`config.mk`:
```
export PLATFORM = sky130hd
export DESIGN_NAME = pcie_ext_cap_walker_flat
export DESIGN_NICKNAME = d
export VERILOG_FILES = /design/src/rtl/pcie_ecap_pkg.sv /design/src/rtl/pcie_ext_cap_walker_if.sv /design/src/rtl/pcie_ecap_target_slot.sv /design/src/rtl/pcie_ext_cap_walker.sv /design/src/flat_wrapper.sv
export SDC_FILE = /design/constraint.sdc
export NUM_CORES = 1
export LEC_CHECK = 0
export CORE_MARGIN = 10
export CORE_UTILIZATION = 39
export CTS_CLUSTER_DIAMETER = 150
export CTS_CLUSTER_SIZE = 10
export DETAILED_ROUTE_END_ITERATION = 16
export PLACE_DENSITY = 0.71
export SKIP_LAST_GASP = 1
export SLEW_MARGIN = 40
export SYNTH_ARGS = -nofsm -noshare
export SYNTH_HDL_FRONTEND = slang
export SYNTH_HIERARCHICAL = 1
export SYNTH_SLANG_ARGS = --single-unit
```
`constraint.sdc`:
```
create_clock -name clk -period 3.54 [get_ports clk]
set_input_delay 0.885 -clock clk [delete_from_list [all_inputs] [get_ports clk]]
set_output_delay 0.885 -clock clk [all_outputs]
set_load 0.03 [all_outputs]
```
`src/rtl/pcie_ecap_pkg.sv`:
```
// Shared types and constants for the PCIe extended capability walker.
package pcie_ecap_pkg;

    typedef enum logic [2:0] {
        ST_IDLE  = 3'd0,
        ST_REQ   = 3'd1,
        ST_WAIT  = 3'd2,
        ST_CHECK = 3'd3,
        ST_DONE  = 3'd4
    } state_e;

    typedef enum logic [2:0] {
        ERR_NONE = 3'd0,
        ERR_RSP  = 3'd1,
        ERR_PTR  = 3'd2,
        ERR_LOOP = 3'd3,
        ERR_ONES = 3'd4
    } err_code_e;

    localparam logic [11:0] ECAP_BASE         = 12'h100;
    localparam logic [15:0] ECAP_ID_NULL      = 16'h0000;
    localparam logic [31:0] ECAP_HDR_ALL_ONES = 32'hFFFF_FFFF;

    typedef struct packed {
        logic [11:0] next;
        logic [3:0]  ver;
        logic [15:0] id;
    } ecap_hdr_t;

    // A next pointer must land in extended space and be dword aligned.
    function automatic logic ptr_is_bad(input logic [11:0] p);
        return (p < ECAP_BASE) || (p[1:0] != 2'b00);
    endfunction

endpackage

```
`src/rtl/pcie_ext_cap_walker_if.sv`:
```
// Config-space dword read channel: valid/ready request, unflow-controlled response.
interface pcie_ext_cap_walker_if;
    logic        rd_req_valid;
    logic        rd_req_ready;
    logic [9:0]  rd_req_addr;
    logic        rd_rsp_valid;
    logic [31:0] rd_rsp_data;
    logic        rd_rsp_err;

    modport master (
        output rd_req_valid, rd_req_addr,
        input  rd_req_ready, rd_rsp_valid, rd_rsp_data, rd_rsp_err
    );

    modport slave (
        input  rd_req_valid, rd_req_addr,
        output rd_req_ready, rd_rsp_valid, rd_rsp_data, rd_rsp_err
    );
endinterface

```
`src/rtl/pcie_ecap_target_slot.sv`:
```
// One search slot: latched target ID plus its hit flag, offset and version.
module pcie_ecap_target_slot (
    input  logic        clk,
    input  logic        rst,
    input  logic        clear_i,
    input  logic [15:0] id_i,
    input  logic        match_i,
    input  logic [11:0] offset_i,
    input  logic [3:0]  ver_i,
    output logic [15:0] id_o,
    output logic        found_o,
    output logic [11:0] offset_o,
    output logic [3:0]  ver_o
);
    logic [15:0] id_q;
    logic        found_q;
    logic [11:0] offset_q;
    logic [3:0]  ver_q;

    // Latch the target at walk start; record the first matching header only.
    always_ff @(posedge clk) begin
        if (rst) begin
            id_q     <= 16'h0000;
            found_q  <= 1'b0;
            offset_q <= 12'h000;
            ver_q    <= 4'h0;
        end else if (clear_i) begin
            id_q     <= id_i;
            found_q  <= 1'b0;
            offset_q <= 12'h000;
            ver_q    <= 4'h0;
        end else if (match_i) begin
            found_q  <= 1'b1;
            offset_q <= offset_i;
            ver_q    <= ver_i;
        end
    end

    assign id_o     = id_q;
    assign found_o  = found_q;
    assign offset_o = offset_q;
    assign ver_o    = ver_q;
endmodule

```
`src/rtl/pcie_ext_cap_walker.sv`:
```
// PCIe extended capability list walker. Optional build macro:
// PCIE_ECAP_EARLY_EXIT_EN - stop as soon as every enabled target is found.
module pcie_ext_cap_walker
    import pcie_ecap_pkg::*;
#(
    parameter int          NUM_TARGETS  = 4,
    parameter int          MAX_HOPS     = 48,
    parameter logic [11:0] START_OFFSET = ECAP_BASE
) (
    input  logic                      clk,
    input  logic                      rst,
    input  logic                      start,
    input  logic [NUM_TARGETS*16-1:0] target_id,
    output logic                      busy,
    output logic                      done,
    pcie_ext_cap_walker_if.master     rd,
    output logic [NUM_TARGETS-1:0]    found,
    output logic [NUM_TARGETS*12-1:0] found_offset,
    output logic [NUM_TARGETS*4-1:0]  found_version,
    output logic                      err,
    output logic [2:0]                err_code,
    output logic [5:0]                hop_count
);
    localparam logic [9:0] START_DW = START_OFFSET[11:2];

    state_e     state_q, state_d;
    logic [11:0] cur_off_q, cur_off_d;
    ecap_hdr_t  hdr_q, hdr_d;
    logic       rsp_err_q, rsp_err_d;
    logic [5:0] hop_q, hop_d, hop_inc_s;
    err_code_e  err_code_q, err_code_d, chk_code_s;
    logic       req_valid_q, req_valid_d;
    logic [9:0] addr_q, addr_d;
    logic       busy_q, done_q, err_q;
    logic       chk_end_s, chk_hop_s, clear_s, match_s;
    logic [15:0] slot_id_s [NUM_TARGETS];
    logic [NUM_TARGETS-1:0] found_s, hit_s;

    assign hop_inc_s = hop_q + 6'd1;

    for (genvar g = 0; g < NUM_TARGETS; g++) begin : g_slot
        pcie_ecap_target_slot u_slot (
            .clk      (clk),
            .rst      (rst),
            .clear_i  (clear_s),
            .id_i     (target_id[16*g +: 16]),
            .match_i  (match_s && hit_s[g]),
            .offset_i (cur_off_q),
            .ver_i    (hdr_q.ver),
            .id_o     (slot_id_s[g]),
            .found_o  (found_s[g]),
            .offset_o (found_offset[12*g +: 12]),
            .ver_o    (found_version[4*g +: 4])
        );
    end

    // A slot hits when it is enabled, still searching and its ID equals the header ID.
    always_comb begin
        for (int i = 0; i < NUM_TARGETS; i++) begin
            hit_s[i] = (slot_id_s[i] != ECAP_ID_NULL) && !found_s[i] && (slot_id_s[i] == hdr_q.id);
        end
    end

`ifdef PCIE_ECAP_EARLY_EXIT_EN
    logic all_found_s;

    // True when no enabled slot remains unfound after this header's hits.
    always_comb begin
        all_found_s = 1'b1;
        for (int i = 0; i < NUM_TARGETS; i++) begin
            if ((slot_id_s[i] != ECAP_ID_NULL) && !found_s[i] && !hit_s[i]) begin
                all_found_s = 1'b0;
            end else begin
                all_found_s = all_found_s;
            end
        end
    end
`endif

    // Evaluate the registered header in priority order: error, end or follow.
    always_comb begin
        chk_code_s = ERR_NONE;
        chk_end_s  = 1'b1;
        chk_hop_s  = 1'b0;
        if (rsp_err_q) begin
            chk_code_s = ERR_RSP;
        end else if (hdr_q == ECAP_HDR_ALL_ONES) begin
            chk_code_s = ERR_ONES;
        end else if ((hdr_q == 32'h0000_0000) && (cur_off_q == START_OFFSET)) begin
            chk_end_s = 1'b1;
        end else begin
            chk_hop_s = 1'b1;
`ifdef PCIE_ECAP_EARLY_EXIT_EN
            if (all_found_s) begin
                chk_end_s = 1'b1;
            end else
`endif
            if (hdr_q.next == 12'h000) begin
                chk_end_s = 1'b1;
            end else if (ptr_is_bad(hdr_q.next)) begin
                chk_code_s = ERR_PTR;
            end else if (hop_inc_s == 6'(MAX_HOPS)) begin
                chk_code_s = ERR_LOOP;
            end else begin
                chk_end_s = 1'b0;
            end
        end
    end

    // State register plus datapath registers.
    always_ff @(posedge clk) begin
        if (rst) begin
            state_q     <= ST_IDLE;
            cur_off_q   <= 12'h000;
            hdr_q       <= 32'h0000_0000;
            rsp_err_q   <= 1'b0;
            hop_q       <= 6'd0;
            err_code_q  <= ERR_NONE;
            req_valid_q <= 1'b0;
            addr_q      <= 10'd0;
            busy_q      <= 1'b0;
            done_q      <= 1'b0;
            err_q       <= 1'b0;
        end else begin
            state_q     <= state_d;
            cur_off_q   <= cur_off_d;
            hdr_q       <= hdr_d;
            rsp_err_q   <= rsp_err_d;
            hop_q       <= hop_d;
            err_code_q  <= err_code_d;
            req_valid_q <= req_valid_d;
            addr_q      <= addr_d;
            busy_q      <= (state_d != ST_IDLE);
            done_q      <= (state_d == ST_DONE);
            err_q       <= (err_code_d != ERR_NONE);
        end
    end

    // Next-state logic.
    always_comb begin
        state_d = state_q;
        case (state_q)
            ST_IDLE:  state_d = start ? ST_REQ : ST_IDLE;
            ST_REQ:   state_d = rd.rd_req_ready ? ST_WAIT : ST_REQ;
            ST_WAIT:  state_d = rd.rd_rsp_valid ? ST_CHECK : ST_WAIT;
            ST_CHECK: state_d = chk_end_s ? ST_DONE : ST_REQ;
            ST_DONE:  state_d = ST_IDLE;
            default:  state_d = ST_IDLE;
        endcase
    end

    // Datapath next values and slot control strobes per state.
    always_comb begin
        cur_off_d   = cur_off_q;
        hdr_d       = hdr_q;
        rsp_err_d   = rsp_err_q;
        hop_d       = hop_q;
        err_code_d  = err_code_q;
        req_valid_d = 1'b0;
        addr_d      = addr_q;
        clear_s     = 1'b0;
        match_s     = 1'b0;
        case (state_q)
            ST_IDLE: begin
                if (start) begin
                    clear_s     = 1'b1;
                    cur_off_d   = START_OFFSET;
                    hop_d       = 6'd0;
                    err_code_d  = ERR_NONE;
                    req_valid_d = 1'b1;
                    addr_d      = START_DW;
                end else begin
                    req_valid_d = 1'b0;
                end
            end
            ST_REQ: begin
                req_valid_d = !rd.rd_req_ready;
            end
            ST_WAIT: begin
                if (rd.rd_rsp_valid) begin
                    hdr_d     = ecap_hdr_t'(rd.rd_rsp_data);
                    rsp_err_d = rd.rd_rsp_err;
                end else begin
                    hdr_d     = hdr_q;
                end
            end
            ST_CHECK: begin
                err_code_d = chk_code_s;
                if (chk_hop_s) begin
                    hop_d   = hop_inc_s;
                    match_s = 1'b1;
                end else begin
                    hop_d   = hop_q;
                end
                if (!chk_end_s) begin
                    cur_off_d   = hdr_q.next;
                    req_valid_d = 1'b1;
                    addr_d      = hdr_q.next[11:2];
                end else begin
                    req_valid_d = 1'b0;
                end
            end
            default: begin
                req_valid_d = 1'b0;
            end
        endcase
    end

    assign busy            = busy_q;
    assign done            = done_q;
    assign rd.rd_req_valid = req_valid_q;
    assign rd.rd_req_addr  = addr_q;
    assign found           = found_s;
    assign err             = err_q;
    assign err_code        = err_code_q;
    assign hop_count       = hop_q;
endmodule

```
`src/flat_wrapper.sv`:
```
// flat-port wrapper written by rule: the top's interface ports become plain ports
module pcie_ext_cap_walker_flat import pcie_ecap_pkg::*;
#(
    parameter int          NUM_TARGETS  = 4,
    parameter int          MAX_HOPS     = 48,
    parameter logic [11:0] START_OFFSET = ECAP_BASE
)
  (clk, rst, start, target_id, busy, done, found, found_offset, found_version, err, err_code, hop_count, rd_rd_req_valid, rd_rd_req_addr, rd_rd_req_ready, rd_rd_rsp_valid, rd_rd_rsp_data, rd_rd_rsp_err);
  pcie_ext_cap_walker_if rd_i ();
  input  logic clk;
  input  logic rst;
  input  logic start;
  input  logic [NUM_TARGETS*16-1:0] target_id;
  output logic busy;
  output logic done;
  output logic [NUM_TARGETS-1:0] found;
  output logic [NUM_TARGETS*12-1:0] found_offset;
  output logic [NUM_TARGETS*4-1:0] found_version;
  output logic err;
  output logic [2:0] err_code;
  output logic [5:0] hop_count;
  output wire logic [$bits(rd_i.rd_req_valid)-1:0] rd_rd_req_valid;
  output wire logic [$bits(rd_i.rd_req_addr)-1:0] rd_rd_req_addr;
  input wire logic [$bits(rd_i.rd_req_ready)-1:0] rd_rd_req_ready;
  input wire logic [$bits(rd_i.rd_rsp_valid)-1:0] rd_rd_rsp_valid;
  input wire logic [$bits(rd_i.rd_rsp_data)-1:0] rd_rd_rsp_data;
  input wire logic [$bits(rd_i.rd_rsp_err)-1:0] rd_rd_rsp_err;
  assign rd_rd_req_valid = rd_i.rd_req_valid;
  assign rd_rd_req_addr = rd_i.rd_req_addr;
  assign rd_i.rd_req_ready = rd_rd_req_ready;
  assign rd_i.rd_rsp_valid = rd_rd_rsp_valid;
  assign rd_i.rd_rsp_data = rd_rd_rsp_data;
  assign rd_i.rd_rsp_err = rd_rd_rsp_err;
  pcie_ext_cap_walker #(.NUM_TARGETS(NUM_TARGETS), .MAX_HOPS(MAX_HOPS), .START_OFFSET(START_OFFSET)) u_core (.clk(clk), .rst(rst), .start(start), .target_id(target_id), .busy(busy), .done(done), .rd(rd_i), .found(found), .found_offset(found_offset), .found_version(found_version), .err(err), .err_code(err_code), .hop_count(hop_count));
endmodule
```
==> qor_table.md <==
| Item | Value |
|---|---|
| Outcome | completed |
| Remaining global-route overflow | 0 |
| Via-per-instance ratio | 5.18 |
| Proportion of register bits with asynchronous set or reset after synthesis | 0 |
| Path class of the lowest-slack min-delay path | flip-flop to flip-flop |
| ANT nets after route | 0 |
| Total CTS buffers | 17 |
| Number of H-tree branching levels | 4 |
| Startpoint Class | flip-flop |
| Clock tree buffer depth | 2 |
| Worst-Skew Late Latency | 430 ps |
| Cell Pwr Density | 438 mW/mm² |
| TritonCTS clock tree | built |
| Delay of the slowest critical-path stage | 760 ps |
| Commonest cells in the netlist | 193 x sky130_fd_sc_hd__dfxtp_1, 145 x sky130_fd_sc_hd__nor2_1, 129 x sky130_fd_sc_hd__mux2i_1 |
| Layout overhead on the synthesized area | 28.8% |
| Biggest area consumer among synthesized cells | sky130_fd_sc_hd__dfxtp_1 |
| Final wirelength | 25000 µm |
| Post-CTS Hold Fix Bufs | 0 |
| DR DRC count | 0 |
| LEAKAGE | 4.03 nW |
| Placed Instance Area | 0.0103 mm² |
| Worst hold endpoint | u_core/err_code[2] |
| Source of the worst register-to-register timing path | u_core/state_q[0] |
| Data arrival time of the worst path | 1760 ps |
| Per-cell routed wire length | 18.9 µm |
| Antenna cells | 0 |
| Die H | 167 µm |
| Via count of the first global-routing pass | 6806 |
| Synthesized cell area | 0.00842 mm² |
| Drt initial violations | 563 |
| Final cell utilization of the core | 0.513 |
| Count of different cell masters after synthesis | 55 |
| Start-to-end type of the worst setup path | flip-flop to output pin |
| Setup_tns | 0 ps |
| Top-Level Pins | 193 |
| Post-CTS Resized | 0 |
| Worst-case headroom to the max-slew limit | 0.482 |
| Antenna violations before repair | 0 |
| Total Routing Usage GR | 0.174 |
| Post-synth EDFFs | 0 |
| Half-perimeter wire length of the detailed placement result | 18200 µm |
| Hold violation total from the final report | 0 |
| Final Power | 4.76 mW |
| Mean instance size in the synthesized netlist | 9.41 µm² |
| Via count | 6873 |
| Max Cap Viol | 0 |
| Highest Clock Rate | 378 MHz |
| Syn Inst Count | 895 |
| GP Congestion | 0.829 |
| Worst-path maximum fanout | 7 |
| CP max stage cell | sky130_fd_sc_hd__clkdlybuf4s50_1 |
| Worst voltage drop across the vdd grid | 0.000353 V |
| Core Rows | 53 |
| Worst slew pin tran | 776 ps |
| First-pass GRT wire length | 39400 µm |
| Capturing element type of the critical path | output pin |
| Layout cells sized above 1 | 0.0627 |
| Placeable Area | 0.0212 mm² |
| Register-to-Register Setup Slack | 900 ps |
| Final cycle utilization of the critical path | 0.748 |
| Required time of the worst setup path | 2650 ps |
| Clk sinks | 193 |
| Synthesized netlist net count | 999 |
| RSZ-0062 raised after global routing | no |
| Worst reg2reg path endpoint | u_core/g_slot[0].u_slot/offset_o[1] |
| Critical path buffers and inverters | 1 |
| Depth of the worst hold-timing path | 2 |
| First-pass iteration count of the detailed router | 5 |
| Worst clock skew | 10.0 ps |
| Logic depth of the worst register-to-register path | 8 |
| Effective utilization at floorplan | 0.398 |
| Total number of yosys warnings | 6 |
| Most instantiated flip-flop cell in the synthesis netlist | sky130_fd_sc_hd__dfxtp_1 |
| Time the final worst path needs with I/O delays and setup | 2650 ps |
| Crit path cell chain | clkdlybuf4s50_1 |
| Library cell with the highest instance count after synthesis | sky130_fd_sc_hd__dfxtp_1 |
| Clock transition time at the flip-flop clock pins of the worst setup and hold paths | 70 ps |
| Clock root cell | sky130_fd_sc_hd__clkbuf_16 |
| Maximum number of pins on one net before global-route repair | 86 |
| Count of port buffers added during placement | 192 |
| Total of endpoints with negative setup slack in the final report | 0 |
| Final instance area | 0.0109 mm² |
| Final layout net count | 1143 |
| X dimension of the die | 167 µm |
| Synth area leaders | sky130_fd_sc_hd__dfxtp_1 46%, sky130_fd_sc_hd__mux2i_1 15%, sky130_fd_sc_hd__nor2_1 6.5% |
| Final count of pins violating max slew | 0 |
| Top cell family by delay on the critical path | buffers and inverters |
| Post-synthesis sequential element count | 193 |
| Post-CTS Setup Inserts | 0 |
| Worst hold start | u_core/err_code[2] |
| Portion of synthesized cell area occupied by the leading cell type | 0.459 |
| Floorplan die area | 0.0279 mm² |
| Post-synthesis sequential area ratio | 0.459 |
==> registers in the layout (all words and copies together), names as in the netlist <==
signal and cells:
u_core/err_code 3, u_core/cur_off_q 12, u_core/err 1, u_core/hop_count 6, u_core/rd.rd_req_valid 1, u_core/g_slot.u_slot/ver_o 16
u_core/state_q 3, u_core/g_slot.u_slot/found_o 4, u_core/busy 1, u_core/rsp_err_q 1, u_core/hdr_q 32, u_core/g_slot.u_slot/offset_o 48
u_core/g_slot.u_slot/id_o 64, u_core/done 1
==> cells by family (layout without fill, tap and decap cells) <==
| group | Yosys count | count (layout) | synth area share |
|---|---|---|---|
| simple gates | 345 | 345 | 0.194 |
| buf+inv | 84 | 241 | 0.0656 |
| flops | 193 | 193 | 0.459 |
| mux | 129 | 129 | 0.153 |
| fa+ha+maj | 2 | 2 | 0.00297 |
| xor+xnor | 64 | 64 | 0.0665 |
| compound gates | 78 | 78 | 0.0587 |
==> metrics by stage <==
step                std cells  hold slack [ps]  setup WS, ps
finish                   1327              469           892
global route             1327              502           652
CTS                      1327              472           887
detailed placement       1295              462           870
global placement         1295              453           912
floorplan                 895              458          1410
==> worst max-delay path by stage <==
stage | cells after the start | slack [ps] | end | from
2_1_floorplan | 10 | 1410 | u_core/g_slot[0].u_slot/offset_o[10] | u_core/state_q[0]
3_3_place_gp | 6 | 910 | u_core/g_slot[0].u_slot/found_o | start
3_5_place_dp | 6 | 870 | u_core/g_slot[0].u_slot/offset_o[3] | start
4_1_cts | 8 | 890 | u_core/g_slot[0].u_slot/offset_o[1] | u_core/state_q[0]
5_1_grt | 8 | 650 | u_core/g_slot[0].u_slot/ver_o[1] | u_core/state_q[1]
6_report | 1 | 890 | rd_rd_req_addr[8] | u_core/cur_off_q[10]
==> cell type report <==
cell class              instances  area, µm²
clock buffers                  17        425
clock inverters                15        150
fillers                      1944      10300
inverters                       8       31.3
multi-input cells             618       4030
flip-flops and latches        193       3860
well taps                     275        344
repair buffers                201       2010
==> power breakdown <==
| part | internal, mW | leakage [nW] | total [mW] | switching (mW) |
|---|---|---|---|---|
| Clock | 0.993 | 0.274 | 1.88 | 0.886 |
| Combinational | 0.284 | 2.19 | 0.548 | 0.264 |
| Sequential | 2.24 | 1.57 | 2.33 | 0.0902 |
| Total | 3.52 | 4.03 | 4.76 | 1.24 |
==> cell usage in the layout (no fill, tap or decap), drive strengths merged, types with 2 or more instances in the layout <==
cell type,synthesis,final
nor2b,2,2
clkinv,0,5
o211ai,3,3
xnor2,17,17
nand2,83,83
dfxtp,193,193
nand4,21,21
o21ai,5,5
clkinvlp,0,4
ha,2,2
nor3b,2,2
nor2,146,146
or3,3,3
clkdlybuf4s50,0,191
a41oi,3,3
nand2b,2,2
a21oi,48,48
nor4,38,38
a31oi,5,5
and3,2,2
xor2,47,47
nand3,18,18
buf,61,10
or2,6,6
and4,2,2
inv,8,13
nor3,18,18
clkbuf,15,17
mux2i,129,129
==> per-layer routing <==
layer,GRT usage,vias up,share of wire
li1,-,3347,-
met1,0.233,3251,0.46
met2,0.275,264,0.46
met3,0.0480,11,0.073
met4,0.0351,0,0.0061
met5,0,-,0
Power figures use the tool's default switching activity.
